==> config.mk <==
export PLATFORM = sky130hd
export DESIGN_NAME = baud_rate_gen_flat
export DESIGN_NICKNAME = d
export VERILOG_FILES = /design/src/rtl/baud_pkg.sv /design/src/rtl/baud_rate_gen_if.sv /design/src/rtl/baud_prescaler.sv /design/src/rtl/baud_rate_gen.sv /design/src/flat_wrapper.sv
export SDC_FILE = /design/constraint.sdc
export NUM_CORES = 1
export LEC_CHECK = 0
export CORE_UTILIZATION = 30
export DETAILED_ROUTE_END_ITERATION = 16
export GPL_TIMING_DRIVEN = 0
export HOLD_SLACK_MARGIN = 0.03
export PLACE_DENSITY_LB_ADDON = 0.15
export SYNTH_ARGS = -nofsm -noshare
export SYNTH_HDL_FRONTEND = slang
export SYNTH_SLANG_ARGS = --single-unit
==> constraint.sdc <==
create_clock -name clk_in -period 4.5 [get_ports clk_in]
set_input_delay 0.675 -clock clk_in [delete_from_list [all_inputs] [get_ports clk_in]]
set_output_delay 0.675 -clock clk_in [all_outputs]
set_load 0.05 [all_outputs]
==> src/rtl/baud_pkg.sv <==
// Shared constants and divisor payload type for the UART baud-rate generator.
package baud_pkg;

  localparam int unsigned BAUD_DIV_W       = 16;
  localparam int unsigned BAUD_FRAC_W      = 4;
  localparam int unsigned BAUD_OVERSAMPLE  = 16;
  localparam int unsigned BAUD_DEFAULT_DIV = 27;
  localparam int unsigned BAUD_MIN_DIV     = 2;

  typedef struct packed {
    logic [BAUD_DIV_W-1:0]  int_part;
    logic [BAUD_FRAC_W-1:0] frac_part;
  } baud_div_t;

  // Divisors below the minimum would make ticks back-to-back or stuck.
  function automatic logic [BAUD_DIV_W-1:0] baud_neff(input logic [BAUD_DIV_W-1:0] div);
    return (div < BAUD_DIV_W'(BAUD_MIN_DIV)) ? BAUD_DIV_W'(BAUD_MIN_DIV) : div;
  endfunction

endpackage

==> src/rtl/baud_rate_gen_if.sv <==
// Control/status bundle between the UART controller and baud_rate_gen.
interface baud_rate_gen_if #(
  parameter int unsigned DIV_W  = 16,
  parameter int unsigned FRAC_W = 4
);

  logic              en;
  logic              sync;
  logic              div_load;
  logic [DIV_W-1:0]  div_value;
  logic [FRAC_W-1:0] div_frac;
  logic              rx_tick;
  logic              tx_tick;
  logic              div_pending;

  modport master (
    output en, sync, div_load, div_value, div_frac,
    input  rx_tick, tx_tick, div_pending
  );

  modport slave (
    input  en, sync, div_load, div_value, div_frac,
    output rx_tick, tx_tick, div_pending
  );

endinterface

==> src/rtl/baud_prescaler.sv <==
// Divide-by-Neff prescaler producing the rx terminal-count strobe.
// With BAUD_FRAC_EN defined, a fractional accumulator stretches periods by one cycle on carry.
module baud_prescaler
  import baud_pkg::*;
(
  input  logic      clk_in,
  input  logic      rst_n,
  input  logic      en_i,
  input  logic      sync_i,
  input  baud_div_t div_i,
  output logic      term_c_o
);

  logic [BAUD_DIV_W-1:0] cnt_q;
  logic [BAUD_DIV_W-1:0] cnt_d;
  logic [BAUD_DIV_W-1:0] last_c;
  logic                  clear_c;

`ifdef BAUD_FRAC_EN
  logic [BAUD_FRAC_W-1:0] acc_q;
  logic [BAUD_FRAC_W-1:0] acc_d;
  logic [BAUD_FRAC_W:0]   acc_sum_c;
  logic                   stretch_q;
  logic                   stretch_d;
`else
  logic frac_unused;
  assign frac_unused = ^div_i.frac_part;
`endif

  // Terminal detect; disable and sync both restart the period with no tick.
  always_comb begin
    clear_c = !en_i || sync_i;
    last_c  = baud_neff(div_i.int_part) - BAUD_DIV_W'(1);
`ifdef BAUD_FRAC_EN
    last_c  = last_c + BAUD_DIV_W'(stretch_q);
`endif
    term_c_o = !clear_c && (cnt_q >= last_c);
    cnt_d    = (clear_c || term_c_o) ? '0 : cnt_q + BAUD_DIV_W'(1);
`ifdef BAUD_FRAC_EN
    acc_sum_c = {1'b0, acc_q} + {1'b0, div_i.frac_part};
    acc_d     = acc_q;
    stretch_d = stretch_q;
    if (clear_c) begin
      acc_d     = '0;
      stretch_d = 1'b0;
    end else if (term_c_o) begin
      acc_d     = acc_sum_c[BAUD_FRAC_W-1:0];
      stretch_d = acc_sum_c[BAUD_FRAC_W];
    end
`endif
  end

  always_ff @(posedge clk_in or negedge rst_n) begin
    if (!rst_n) begin
      cnt_q     <= '0;
`ifdef BAUD_FRAC_EN
      acc_q     <= '0;
      stretch_q <= 1'b0;
`endif
    end else begin
      cnt_q     <= cnt_d;
`ifdef BAUD_FRAC_EN
      acc_q     <= acc_d;
      stretch_q <= stretch_d;
`endif
    end
  end

endmodule

==> src/rtl/baud_rate_gen.sv <==
// Programmable baud-rate generator: rx oversample tick and tx bit tick from one divisor.
// Optional fractional divisor enabled by defining BAUD_FRAC_EN.
module baud_rate_gen
  import baud_pkg::*;
#(
  parameter int unsigned DIV_W       = BAUD_DIV_W,
  parameter int unsigned OVERSAMPLE  = BAUD_OVERSAMPLE,
  parameter int unsigned DEFAULT_DIV = BAUD_DEFAULT_DIV,
  parameter int unsigned FRAC_W      = BAUD_FRAC_W
) (
  input logic            clk_in,
  input logic            rst_n,
  baud_rate_gen_if.slave bus_io
);

  localparam int unsigned     OS_W      = $clog2(OVERSAMPLE);
  localparam logic [OS_W-1:0] OS_LAST   = OS_W'(OVERSAMPLE - 1);
  localparam baud_div_t       RESET_DIV = {BAUD_DIV_W'(DEFAULT_DIV), BAUD_FRAC_W'(0)};

  logic [DIV_W-1:0]  div_value_w;
  logic [FRAC_W-1:0] div_frac_w;

  baud_div_t       load_val_c;
  baud_div_t       active_q;
  baud_div_t       active_d;
  baud_div_t       shadow_q;
  baud_div_t       shadow_d;
  logic [OS_W-1:0] os_q;
  logic [OS_W-1:0] os_d;
  logic            rx_tick_q;
  logic            rx_tick_d;
  logic            tx_tick_q;
  logic            tx_tick_d;
  logic            pending_q;
  logic            pending_d;
  logic            term_c;
  logic            restart_c;
  logic            apply_new_c;
  logic            apply_shadow_c;

  assign div_value_w = bus_io.div_value;
  assign div_frac_w  = bus_io.div_frac;

  baud_prescaler u_prescaler (
    .clk_in   (clk_in),
    .rst_n    (rst_n),
    .en_i     (bus_io.en),
    .sync_i   (bus_io.sync),
    .div_i    (active_q),
    .term_c_o (term_c)
  );

  // Divisor hand-over happens only on period boundaries so ticks never glitch.
  always_comb begin
    load_val_c     = {BAUD_DIV_W'(div_value_w), BAUD_FRAC_W'(div_frac_w)};
    restart_c      = !bus_io.en || bus_io.sync;
    apply_new_c    = bus_io.div_load && bus_io.en && bus_io.sync;
    apply_shadow_c = pending_q && (restart_c || term_c) && !apply_new_c;

    shadow_d = bus_io.div_load ? load_val_c : shadow_q;

    active_d = active_q;
    if (apply_new_c) begin
      active_d = load_val_c;
    end else if (apply_shadow_c) begin
      active_d = shadow_q;
    end

    pending_d = pending_q;
    if (apply_new_c) begin
      pending_d = 1'b0;
    end else if (bus_io.div_load) begin
      pending_d = 1'b1;
    end else if (apply_shadow_c) begin
      pending_d = 1'b0;
    end

    os_d = os_q;
    if (restart_c) begin
      os_d = '0;
    end else if (term_c) begin
      os_d = (os_q == OS_LAST) ? '0 : os_q + OS_W'(1);
    end

    rx_tick_d = term_c;
    tx_tick_d = term_c && (os_q == OS_LAST);
  end

  always_ff @(posedge clk_in or negedge rst_n) begin
    if (!rst_n) begin
      active_q  <= RESET_DIV;
      shadow_q  <= RESET_DIV;
      os_q      <= '0;
      rx_tick_q <= 1'b0;
      tx_tick_q <= 1'b0;
      pending_q <= 1'b0;
    end else begin
      active_q  <= active_d;
      shadow_q  <= shadow_d;
      os_q      <= os_d;
      rx_tick_q <= rx_tick_d;
      tx_tick_q <= tx_tick_d;
      pending_q <= pending_d;
    end
  end

  assign bus_io.rx_tick     = rx_tick_q;
  assign bus_io.tx_tick     = tx_tick_q;
  assign bus_io.div_pending = pending_q;

endmodule
==> src/flat_wrapper.sv <==
// flat-port wrapper written by rule: the top's interface ports become plain ports
module baud_rate_gen_flat import baud_pkg::*;
#(
  parameter int unsigned DIV_W       = BAUD_DIV_W,
  parameter int unsigned OVERSAMPLE  = BAUD_OVERSAMPLE,
  parameter int unsigned DEFAULT_DIV = BAUD_DEFAULT_DIV,
  parameter int unsigned FRAC_W      = BAUD_FRAC_W
)
  (clk_in, rst_n, bus_io_en, bus_io_sync, bus_io_div_load, bus_io_div_value, bus_io_div_frac, bus_io_rx_tick, bus_io_tx_tick, bus_io_div_pending);
  baud_rate_gen_if #(.DIV_W(DIV_W), .FRAC_W(FRAC_W)) bus_io_i ();
  input logic clk_in;
  input logic rst_n;
  input wire logic [$bits(bus_io_i.en)-1:0] bus_io_en;
  input wire logic [$bits(bus_io_i.sync)-1:0] bus_io_sync;
  input wire logic [$bits(bus_io_i.div_load)-1:0] bus_io_div_load;
  input wire logic [$bits(bus_io_i.div_value)-1:0] bus_io_div_value;
  input wire logic [$bits(bus_io_i.div_frac)-1:0] bus_io_div_frac;
  output wire logic [$bits(bus_io_i.rx_tick)-1:0] bus_io_rx_tick;
  output wire logic [$bits(bus_io_i.tx_tick)-1:0] bus_io_tx_tick;
  output wire logic [$bits(bus_io_i.div_pending)-1:0] bus_io_div_pending;
  assign bus_io_i.en = bus_io_en;
  assign bus_io_i.sync = bus_io_sync;
  assign bus_io_i.div_load = bus_io_div_load;
  assign bus_io_i.div_value = bus_io_div_value;
  assign bus_io_i.div_frac = bus_io_div_frac;
  assign bus_io_rx_tick = bus_io_i.rx_tick;
  assign bus_io_tx_tick = bus_io_i.tx_tick;
  assign bus_io_div_pending = bus_io_i.div_pending;
  baud_rate_gen #(.DIV_W(DIV_W), .OVERSAMPLE(OVERSAMPLE), .DEFAULT_DIV(DEFAULT_DIV), .FRAC_W(FRAC_W)) u_core (.clk_in(clk_in), .rst_n(rst_n), .bus_io(bus_io_i));
endmodule
## After elaboration in Yosys (flattened, before gate mapping)

Index checks and enable logic that the tools add are counted.

| operators by class | value |
|---|---|
| add/subtract/negate cells | 3 |
| multipliers | 0 |
| divide/modulo/power cells | 0 |
| order comparisons | 2 |
| equal/unequal tests | 1 |
| shifts and indexed selects | 0 |
| muxes and demuxes | 10 |
| bitwise logic cells | 0 |
| reductions and logical operators | 14 |

Operator list:

| cell | count |
|---|---|
| 2-to-1 mux 20 bit | 2 |
| 2-to-1 mux 16 bit | 2 |
| adder 16 x 1 -> 16 bit (second input constant) | 1 |
| greater-or-equal comparator 16 bit | 1 |
| less-than comparator 16 x 2 -> 1 bit (second input constant) | 1 |
| subtractor 16 x 1 -> 16 bit (second input constant) | 1 |
| 2-to-1 mux 4 bit | 3 |
| logical AND 1 bit | 6 |
| adder 4 x 1 -> 4 bit (second input constant) | 1 |
| equality test 4 bit (second input constant) | 1 |
| nonzero test 2 bit | 2 |
| zero test 1 bit | 3 |
| 2-to-1 mux 1 bit | 3 |
| nonzero test 3 bit | 1 |
| logical OR 1 bit | 2 |

| storage, ports and cells | value |
|---|---|
| register bits | 59 |
| latch bits | 0 |
| memory bits (writable) | 0 |
| bits in read-only memories | 0 |
| input port bits | 25 |
| output and inout port bits | 3 |
| memories | 0 |

## Longest topological paths before layout

Gate-level depths: netlist (run 1).

| logic depth | value |
|---|---|
| word-level depth | 11 |
| depth in mapped cells | 18 |

## Modules after synthesis

From an unflattened synthesis (run 1), not the netlist that was laid out.

| second synthesis, totals | value |
|---|---|
| cells, all modules | 357 |
| area total of the unflattened synthesis | 3,677.3 um^2 |

Modules (own cells, without submodules):

| module | instances | cells each | area each (um^2) |
|---|---|---|---|
| baud_rate_gen | 1 | 195 | 2,162.1 |
| baud_prescaler | 1 | 162 | 1,515.2 |

## Worst setup path before layout (run 1)

OpenSTA, ideal clock, no wires.

| timing | value |
|---|---|
| path type | flip-flop to flip-flop |
| start point | register u_core.active_q[13] (netlist bit) |
| end point | register u_core.active_q[15] (netlist bit) |
| library setup time | 0.132 ns |
| arrival time | 4.019 ns |
| path slack | 0.349 ns |
| cell stages (with the launch flop) | 18 |
| path buffers | 1 |
| path through | dfrtp_1 or3_1 or3_1 nor4_2 nand2b_1 ha_1 nand2b_1 nor3_1 nand2_1 xor2_1 ha_1 nand4_2 nor3_4 o311ai_4 a31oi_4 buf_12 mux2i_1 o21ai_1 |

| between the ends | value |
|---|---|
| longest elaborated chain between the ends | 9 |

RTL lines:

| item | line | RTL |
|---|---|---|
| start: declaration | baud_rate_gen.sv:24 | `baud_div_t active_q;` |
| start signal: assignment | baud_rate_gen.sv:98 | `active_q <= active_d;` |
| less-than comparator 16 x 2 -> 1 bit | baud_pkg.sv:17 | `return (div < BAUD_DIV_W'(BAUD_MIN_DIV)) ? BAUD_DIV_W'(BAUD_MIN_DIV) : div;` |
| 2-to-1 mux 16 bit (*) | baud_pkg.sv:17 |  |
| subtractor 16 x 1 -> 16 bit (*) | baud_prescaler.sv:33 | `last_c = baud_neff(div_i.int_part) - BAUD_DIV_W'(1);` |
| greater-or-equal comparator 16 bit (*) | baud_prescaler.sv:37 | `term_c_o = !clear_c && (cnt_q >= last_c);` |
| logical AND 1 bit (*) | baud_prescaler.sv:37 |  |
| logical OR 1 bit (*) | baud_rate_gen.sv:58 | `apply_shadow_c = pending_q && (restart_c \|\| term_c) && !apply_new_c;` |
| logical AND 1 bit (*) (2 in a row) | baud_rate_gen.sv:58 |  |
| nonzero test 2 bit (no source line) (*) | - |  |

Every way passes the cells marked *; elsewhere a longest branch is shown, timed or not.
A chain may end at the register's enable or synchronous reset.

## Worst setup path in the final report (run 1)

| timing | value |
|---|---|
| start point | register u_core.active_q[12] (netlist bit) |
| end point | register u_core.os_q[3] |

| between the ends | value |
|---|---|
| longest elaborated chain between the ends | 6 |

RTL lines:

| item | line | RTL |
|---|---|---|
| less-than comparator 16 x 2 -> 1 bit | baud_pkg.sv:17 |  |
| 2-to-1 mux 16 bit (*) | baud_pkg.sv:17 |  |
| subtractor 16 x 1 -> 16 bit (*) | baud_prescaler.sv:33 |  |
| greater-or-equal comparator 16 bit (*) | baud_prescaler.sv:37 |  |
| logical AND 1 bit (*) | baud_prescaler.sv:37 |  |
| nonzero test 2 bit (no source line) (*) | - |  |
| end signal: assignment | baud_rate_gen.sv:100 | `os_q <= os_d;` |
| end: declaration | baud_rate_gen.sv:28 | `logic [OS_W-1:0] os_q;` |

Marks and branches as above.

==> impl_metrics.tcl, run 1 <==
set metrics [dict create \
    synth_sequential_area_ratio_pct 44.7 \
    die_area_um2 10700 \
    coreArea_um2 9910 \
    final_cells 460 \
    ys_warn_count 0 \
    use_met3_pct 2.39 \
    crit_path_end_kind "flip-flop" \
    placed_cells 443 \
    slowest_delay_ns 0.44 \
    clockBufferDepth 2 \
    firstDrtPassIters 4 \
    async_reset_ff_share_pct 100 \
    ys_ff_latch 55 \
    port_buffers 22 \
    critical_path.top_delay_family "simple AND/OR/NAND/NOR gates" \
    io_pins 28 \
    drt_drc_violations_left 0 \
    grt_start_max_net_pins 30 \
    use_met1_pct 18.0 \
    hold_class "in -> async" \
    synth_common_cells "dfrtp_1 (47), nor2_1 (29), nand2_1 (25)" \
    final_util_pct 38.1 \
    syn_area_per_cell_um2 10.8 \
    ir_worst_vdd_uv 135 \
    clk-insertion-delay-late_ns 0.31 \
    synthToLayoutAreaGrowth_pct 21.7 \
    regToRegSetupSlack_ns 0.22 \
    die_h_um 104 \
    crit_chain "or3_4 -> or3_4 -> nor4_4 -> nand2b_1 -> ha_2 -> nand2b_4 -> nor3_4 -> nand2_1 -> xor2_1 -> ha_1 -> a21oi_1 -> a21boi_2 -> a211oi_1 -> nand3_1 -> a31o_2 -> a21oi_1" \
    synth_cells 287 \
    drtIter0Drc 30 \
    synth.distinct_cells 46 \
    worstSetupPathType "reg -> reg" \
    finalInstanceArea_um2 3770 \
    fin_worst_skew_ns 0.0106 \
    critPathArrivalTime_ns 4.52 \
    hold_viol 0 \
    dp_slack_ns -0.297 \
    max_slew_margin_pct 56.6 \
    cts_made_buffers 5 \
    initial_core_util_pct 31.3 \
    postCtsHoldBufs 0 \
    place_congestion 0.704 \
    yosysTopAreaCell "dfrtp_1" \
    tns_ns 0 \
    crit_path_max_fanout 5 \
    crit_required_ns 4.74 \
    placementRows 36 \
    busiest_layer "met2" \
    setup_violations 0 \
    slowest_stage "dfrtp_1" \
    fp.dieW_um 104 \
    yosysTopAreaCellShare_pct 37.9 \
    fmax_ghz 0.234 \
    avgRoutedWirePerCell_um 13.9 \
    status "finished clean" \
    clock-root-buffer "clkbuf_8" \
    track_usage_pct 12.8 \
    antenna_cells 0 \
    htreeDepth 2 \
    routed_wl_mm 6.38 \
    slew_violations 0 \
    yosys_most_used_dff "dfrtp_1" \
    clk_pin_slew_worst_paths_ns 0.11 \
    fin_crit_ns 4.28 \
    synthesis.nets 331 \
    placed_cell_area_um2 3500 \
    use_met2_pct 20.0 \
    fin_crit_sh_pct 95.1 \
    vias 2154 \
    cts.sinks 55 \
    worst_pin_slew_ns 0.650 \
    start_kind "flip-flop" \
    cp_num_buf_inv 0 \
    grt_overflow 0 \
    antenna_found_initial 0 \
    vias_per_cell 4.68 \
    drive_above_1_share_pct 21.1 \
    netlist_area_um2 3100 \
    first_global_vias 2154 \
    grt_pass1_wl_mm 11.1 \
    synth.area.top_cells "dfrtp_1 (38%), ha_1 (7.7%), dfstp_2 (6.8%)" \
    hpwl_mm 4.70 \
    finalNetCount 370 \
    p_leak_uw 0.00155 \
    synth_most_common_cell "dfrtp_1" \
    cap_viol_max_count 0 \
    p_per_area_nw_per_um2 320 \
    synth_edf_count 0 \
    drtAntennaViolNets 0 \
    fin_ws_ns 0.221 \
    cts_tree "built" \
]
[worst reg2reg max path: cells and delay by family, from the launching register on]
family,cells,cell delay (ns)
XOR/XNOR,1,0.16
adder cells (fa/ha/maj),2,0.58
flip-flops,1,0.44
AO/OA/AOI/OAI,5,1.09
AND/OR/NAND/NOR,8,1.95
[where the power goes]
| part | internal, µW | total (µW) | switching (µW) |
|---|---|---|---|
| registers | 547 | 601 | 53.4 |
| logic | 135 | 264 | 129 |
| clock network | 166 | 341 | 175 |
| total | 848 | 1210 | 357 |
[layout by cell type, fill, tap and decap left out, drive strengths merged, types with 2 or more instances in the layout]
cell and instances:
nor4 4, inv 6, mux2i 18, o21ai 18, clkbuf 7, and3 4, nor3 5, buf 16
nand4 4, a31oi 5, nand2b 4, dfrtp 47, ha 19, mux2 16, xnor2 15, or3 3
or4 2, nand2 27, nor2 29, a21oi 6, dfstp 8, clkinv 2, xor2 13, nand3 12
nor2b 2, clkdlybuf4s50 22, and4 3
[final timing paths]
| kind | start | endpoint | cells after the start |
|---|---|---|---|
| worst max register to register | u_core.active_q[12] | u_core.os_q[3] | 16 |
| worst min register to register | u_core.shadow_q[16] | u_core.shadow_q[16] | 1 |
| worst max-delay path | u_core.active_q[12] | u_core.os_q[3] | 16 |
| min in group clk_in | u_core.shadow_q[16] | u_core.shadow_q[16] | 1 |
| worst min-delay path | rst_n | u_core.u_prescaler.cnt_q[9] | 1 |
| max in group asynchronous | rst_n | u_core.shadow_q[7] | 2 |
[cell type report]
| cell class | instances | area [µm²] |
|---|---|---|
| clock inverters | 3 | 43.8 |
| clock buffers | 5 | 68.8 |
| multi-input cells | 218 | 1700 |
| inverters | 6 | 22.5 |
| well taps | 133 | 166 |
| repair buffers | 33 | 323 |
| plain buffers | 7 | 62.6 |
| fillers | 1012 | 6140 |
| flip-flops and latches | 55 | 1390 |
[flip-flops by register name, indices dropped and copies added (netlist names)]
| name | cells |
|---|---|
| u_core.shadow_q | 16 |
| u_core.bus_io.tx_tick | 1 |
| u_core.bus_io.rx_tick | 1 |
| u_core.bus_io.div_pending | 1 |
| u_core.os_q | 4 |
| u_core.active_q | 16 |
| u_core.u_prescaler.cnt_q | 16 |
[what timing repair did]
| item | CTS | global route |
|---|---|---|
| gates resized for setup | 3 | 10 |
| gates cloned | 0 | 0 |
| buffers inserted | 1 | 9 |
| endpoints found under the hold margin | 0 | 0 |
| pin swaps | 1 | 7 |
| endpoints found under the setup margin | 27 | 37 |
[stage by stage]
step           power, µW  hold WS (ns)
6_report            1210         0.380
5_1_grt             1280         0.425
4_1_cts             1200         0.398
3_5_place_dp         848         0.496
3_3_place_gp         839         0.491
2_1_floorplan        765         0.379
[cells by family after synthesis]
kind of cell	count (synthesis)	share of synthesized area, %
AND/OR/NAND/NOR	100	16.4
flip-flops	55	44.7
AO/OA/AOI/OAI	37	8.84
multiplexers	34	11.6
XOR/XNOR	28	7.91
adder cells (fa/ha/maj)	19	7.67
buffers and inverters	14	2.87
[layer usage]
| metal | part of all wire [%] | routed length, µm |
|---|---|---|
| met1 | 52 | 3300 |
| met2 | 45 | 2880 |
| met3 | 2.1 | 137 |
| met4 | 1.0 | 65 |
| met5 | 0 | 0 |
(Power assumes the default switching activity.)
==> run 2: changes to the inputs <==
--- a/config.mk
+++ b/config.mk
@@ -9,7 +9,8 @@
 export DETAILED_ROUTE_END_ITERATION = 16
 export GPL_TIMING_DRIVEN = 0
 export HOLD_SLACK_MARGIN = 0.03
-export PLACE_DENSITY_LB_ADDON = 0.15
+export PLACE_DENSITY = 0.5
 export SYNTH_ARGS = -nofsm -noshare
 export SYNTH_HDL_FRONTEND = slang
 export SYNTH_SLANG_ARGS = --single-unit
+export TNS_END_PERCENT = 10
==> run 2 against run 1 <==
Combinational power rose by 7%. Sequential power hardly changed. Cell area rose by 0.63%. Routed wire length is 0.88% lower. Clock skew rose by 0.0031 ns. Setup slack got worse by 0.077 ns. Final cell count is 0.65% higher. Critical endpoint is now u_core.active_q[6]. Largest power group unchanged.
==> impl_metrics.tcl, run 2 (synthesis results as in run 1) <==
set metrics [dict create \
    status "finished clean" \
    vias_per_cell 4.70 \
    use_met1_pct 16.9 \
    layout_commonest_cell "dfrtp_1" \
    grt_overflow 0 \
    p_per_area_nw_per_um2 307 \
    use_met2_pct 20.9 \
    cts.sinks 55 \
    slew_violations 0 \
    cts_tree "built" \
    fp.dieW_um 104 \
    cts_made_buffers 5 \
    regToRegSetupSlack_ns 0.14 \
    ir_worst_vdd_uv 139 \
    postCtsHoldBufs 0 \
    multi_input_area_um2 1710 \
    avgRoutedWirePerCell_um 13.7 \
    place_congestion 0.711 \
    drtAntennaViolNets 0 \
    initial_core_util_pct 31.3 \
    clockBufferDepth 2 \
    cap_viol_max_count 0 \
    fmax_ghz 0.230 \
    finalNetCount 373 \
    ff_latch_area_um2 1390 \
    synthToLayoutAreaGrowth_pct 22.4 \
    clk-insertion-delay-late_ns 0.31 \
    max_slew_margin_pct 55.9 \
    io_pins 28 \
    final_util_pct 38.3 \
    drive_above_1_share_pct 22.4 \
    fin_ws_ns 0.144 \
    fin_crit_sh_pct 96.8 \
    coreArea_um2 9910 \
    drt_drc_violations_left 0 \
    finalPower_uw 1170 \
    track_usage_pct 12.6 \
    worstSetupPathType "reg -> reg" \
    top_regs "u_core.active_q (16), u_core.shadow_q (16), u_core.u_prescaler.cnt_q (16)" \
    most-common-layout-cells "dfrtp_1 (45), nor2_1 (29), nand2_1 (25)" \
    grt_pass1_wl_mm 11.0 \
    crit_required_ns 4.70 \
    firstDrtPassIters 4 \
    fin_worst_skew_ns 0.0137 \
    use_met3_pct 2.20 \
    vias 2175 \
    p_leak_uw 0.00156 \
    setup_violations 0 \
    grt_start_max_net_pins 33 \
    busiest_layer "met2" \
    clock-root-buffer "clkbuf_8" \
    antenna_found_initial 0 \
    die_h_um 104 \
    routed_wl_mm 6.33 \
    fin_crit_ns 4.36 \
    hpwl_mm 4.65 \
    hold_ws_ns 0.356 \
    start_kind "flip-flop" \
    crit_path_end_kind "flip-flop" \
    first_global_vias 2216 \
    htreeDepth 2 \
    placementRows 36 \
    worst_pin_slew_ns 0.661 \
    drtIter0Drc 48 \
    dp_slack_ns -0.293 \
    clk_pin_slew_worst_paths_ns 0.11 \
    die_area_um2 10700 \
    hold_class "in -> async" \
    hold_viol 0 \
    port_buffers 22 \
    nFillCells 1032 \
    antenna_cells 0 \
    critPathArrivalTime_ns 4.56 \
    crit_path_max_fanout 6 \
]
run 2: worst max-delay path, stage by stage, from the launching register on:
cell and delay, ns:
dfrtp_1 0.43, or3_4 0.42, or3_4 0.41, nor4_4 0.35, nand2b_4 0.21, ha_4 0.15
nand2b_4 0.07, nor3_4 0.25, nand2_1 0.09, xor2_1 0.16, ha_1 0.35, nand4_2 0.12
nor3_4 0.29, o311ai_4 0.19, a31oi_4 0.29, buf_6 0.20, mux2i_1 0.20, o21ai_1 0.07
run 2: layout make-up:
type,instances,area share [%]
clock inverter,3,0.659
inverter,6,0.593
buffer,7,1.65
clock buffer,5,1.81
tap,133,4.38
multi-input combinational,218,45.0
sequential,55,36.6
timing repair buffer,36,9.33
run 2: repair_timing:
action	in CTS	in global routing
buffers inserted	1	11
cloned	0	1
endpoints found under the setup margin	27	37
resized for setup	3	14
pin swaps	1	10
run 2: path summary, 6_finish.rpt:
path	start	to	cells after the start
max in group asynchronous	rst_n	u_core.active_q[4]	2
min in group clk_in	u_core.shadow_q[10]	u_core.shadow_q[10]	1
hold reg to reg	u_core.shadow_q[10]	u_core.shadow_q[10]	1
setup reg to reg	u_core.active_q[12]	u_core.active_q[6]	17
setup / recovery	u_core.active_q[12]	u_core.active_q[6]	17
hold / removal	rst_n	u_core.bus_io.rx_tick	1
run 2: layer usage:
| layer | wire, µm | vias to the layer above |
|---|---|---|
| met2 | 3040 | 17 |
| met4 | 46 | 0 |
| li1 | - | 1103 |
| met5 | 0 | - |
| met1 | 3110 | 1051 |
| met3 | 139 | 4 |
run 2: power breakdown:
part / total (µW) / switching, µW / internal, µW
Clock: 285 / 171 / 114
Combinational: 282 / 134 / 148
Sequential: 599 / 51.6 / 548
run 2: metrics by stage:
step	std cells	TNS, ns	area (µm²)
after floorplan	287	0	3100
after global placement	442	-4.18	3490
after detailed placement	443	-5.22	3500
after CTS	451	0	3620
after global routing	463	-0.640	3800
final	463	0	3800
==> run 3: changes to the inputs <==
--- a/config.mk
+++ b/config.mk
@@ -5,11 +5,13 @@
 export SDC_FILE = /design/constraint.sdc
 export NUM_CORES = 1
 export LEC_CHECK = 0
+export CORE_ASPECT_RATIO = 1.4
 export CORE_UTILIZATION = 30
 export DETAILED_ROUTE_END_ITERATION = 16
 export GPL_TIMING_DRIVEN = 0
 export HOLD_SLACK_MARGIN = 0.03
 export PLACE_DENSITY = 0.5
+export REMOVE_ABC_BUFFERS = 1
 export SYNTH_ARGS = -nofsm -noshare
 export SYNTH_HDL_FRONTEND = slang
 export SYNTH_SLANG_ARGS = --single-unit
==> run 3 against run 2 <==
Fmax is 1.9% higher. Global-route usage is 0.22 points higher. Clock skew is 0.0089 ns lower. Clock-buffer cell count is 3 higher. Routed wire length is 1.8% lower. Power is 10% higher. Sequential share of layout area is 0.23 points lower. Non-clock buffer count is 8 lower. Core utilization is 0.11 points higher. First-iteration DRC count is 52% higher. Final cell count is 1.3% lower. Sequential cell count stayed put.
==> impl_metrics.tcl, run 3 (synthesis results as in run 1) <==
set metrics [dict create \
    postCtsHoldBufs 0 \
    reg2reg_depth 18 \
    max_slew_margin_pct 29.6 \
    hold_class "in -> async" \
    drtIter0Drc 73 \
    avgRoutedWirePerCell_um 13.6 \
    clk_pin_slew_worst_paths_ns 0.07 \
    vias_per_cell 4.69 \
    drt_drc_violations_left 0 \
    path_depth 18 \
    coreArea_um2 9950 \
    place_congestion 0.730 \
    slowest_delay_ns 0.43 \
    grt_start_max_net_pins 33 \
    most-common-layout-cells "dfrtp_1 (44), nor2_1 (29), nand2_1 (25)" \
    drt-met1-wl_mm 2.83 \
    routed_wl_mm 6.21 \
    crit_path_end_kind "flip-flop" \
    startpoint "u_core.active_q[14]" \
    fin_crit_sh_pct 95.0 \
    finalPower_uw 1290 \
    p_leak_uw 0.00156 \
    initial_core_util_pct 31.2 \
    track_usage_pct 12.8 \
    grt_overflow 0 \
    firstDrtPassIters 4 \
    grt_pass1_wl_mm 10.6 \
    ir_worst_vdd_uv 199 \
    worst_pin_slew_ns 1.06 \
    p_per_area_nw_per_um2 336 \
    port_buffers 23 \
    cap_viol_max_count 0 \
    setup_violations 0 \
    clk-insertion-delay-late_ns 0.29 \
    crit_required_ns 4.64 \
    nFillCells 971 \
    fin_worst_skew_ns 0.00478 \
    critPathCapture "u_core.active_q[11]" \
    fin_ws_ns 0.226 \
    slowest_stage "dfrtp_2" \
    vias 2143 \
    regToRegSetupSlack_ns 0.23 \
    critical_path.top_delay_family "simple AND/OR/NAND/NOR gates" \
    drtAntennaViolNets 0 \
    drive_above_1_share_pct 21.4 \
    tns_ns 0 \
    cts_tree "built" \
    top_layer "met4" \
    fin_crit_ns 4.27 \
    placementRows 43 \
    cts.sinks 55 \
    crit_path_max_fanout 8 \
    crit_chain "nor4_4 -> nand2b_1 -> or3_4 -> nor4_4 -> nand2b_4 -> ha_4 -> nand2b_4 -> nor3_4 -> nand2_1 -> xor2_2 -> ha_4 -> nand4_2 -> nor3_4 -> o311ai_4 -> a31oi_4 -> clkbuf_16 -> mux2i_1 -> o21ai_1" \
    io_pins 28 \
    cp_num_buf_inv 1 \
    status "finished clean" \
    clockBufferDepth 2 \
    antenna_cells 0 \
    finalNetCount 365 \
    clock-root-buffer "clkbuf_16" \
    slew_violations 0 \
    fp.dieW_um 87.9 \
    antenna_found_initial 0 \
    fmax_ghz 0.234 \
    rsz0062_at_grt "yes" \
    die_area_um2 10800 \
    layout_commonest_cell "dfrtp_1" \
    hold_viol 0 \
    route.met3.wl_um 107 \
    r2r_end "u_core.active_q[11]" \
    hold_ws_ns 0.374 \
    wl_met2_mm 3.20 \
    critPathArrivalTime_ns 4.41 \
    top_regs "u_core.active_q (16), u_core.shadow_q (16), u_core.u_prescaler.cnt_q (16)" \
    start_kind "flip-flop" \
    worstSetupPathType "reg -> reg" \
    hpwl_mm 4.47 \
    dp_slack_ns -0.459 \
    die_h_um 122 \
    synthToLayoutAreaGrowth_pct 23.3 \
    regToRegStartpoint "u_core.active_q[14]" \
    first_global_vias 2133 \
    cts_made_buffers 5 \
    htreeDepth 2 \
]
run 3: where the power goes:
part | internal, µW | switching [µW]
logic | 144 | 132
registers | 549 | 50.1
clock network | 238 | 174
total | 930 | 356
run 3: metrics by stage:
stage               util, %  std cells  area [µm²]
finish                 38.4        457        3820
global route           38.4        457        3820
CTS                    36.6        447        3640
detailed placement     34.6        438        3450
global placement       34.5        437        3430
floorplan                 -        279        3030
run 3: area by class of cell:
class | instances | area, µm² | area share [%]
clock buffer | 8 | 156 | 4.09
inverter | 6 | 22.5 | 0.589
multi-input combinational | 218 | 1730 | 45.2
sequential | 55 | 1390 | 36.4
tap | 135 | 169 | 4.42
timing repair buffer | 35 | 358 | 9.36
run 3: per-layer routing:
layer / up-vias / GRT usage, %
li1: 1081 / -
met1: 1038 / 16.3
met2: 19 / 21.0
met3: 5 / 2.29
met4: 0 / 5.43
met5: - / 0
run 3: what timing repair did:
action | 4_1_cts | 5_1_grt
resized for setup | 3 | 16
gates cloned | 0 | 1
setup endpoints to repair | 33 | 35
setup buffers | 1 | 9
pin swaps | 1 | 10
run 3: worst min path at each step:
| stage | cells past startpoint | slack, ns | end |
|---|---|---|---|
| after floorplan | 0 | 0.38 | u_core.active_q[10] |
| after global placement | 1 | 0.49 | u_core.shadow_q[9] |
| after detailed placement | 1 | 0.50 | u_core.shadow_q[13] |
| after CTS | 1 | 0.39 | u_core.shadow_q[10] |
| after global routing | 1 | 0.42 | u_core.shadow_q[10] |
| final | 1 | 0.37 | u_core.shadow_q[10] |
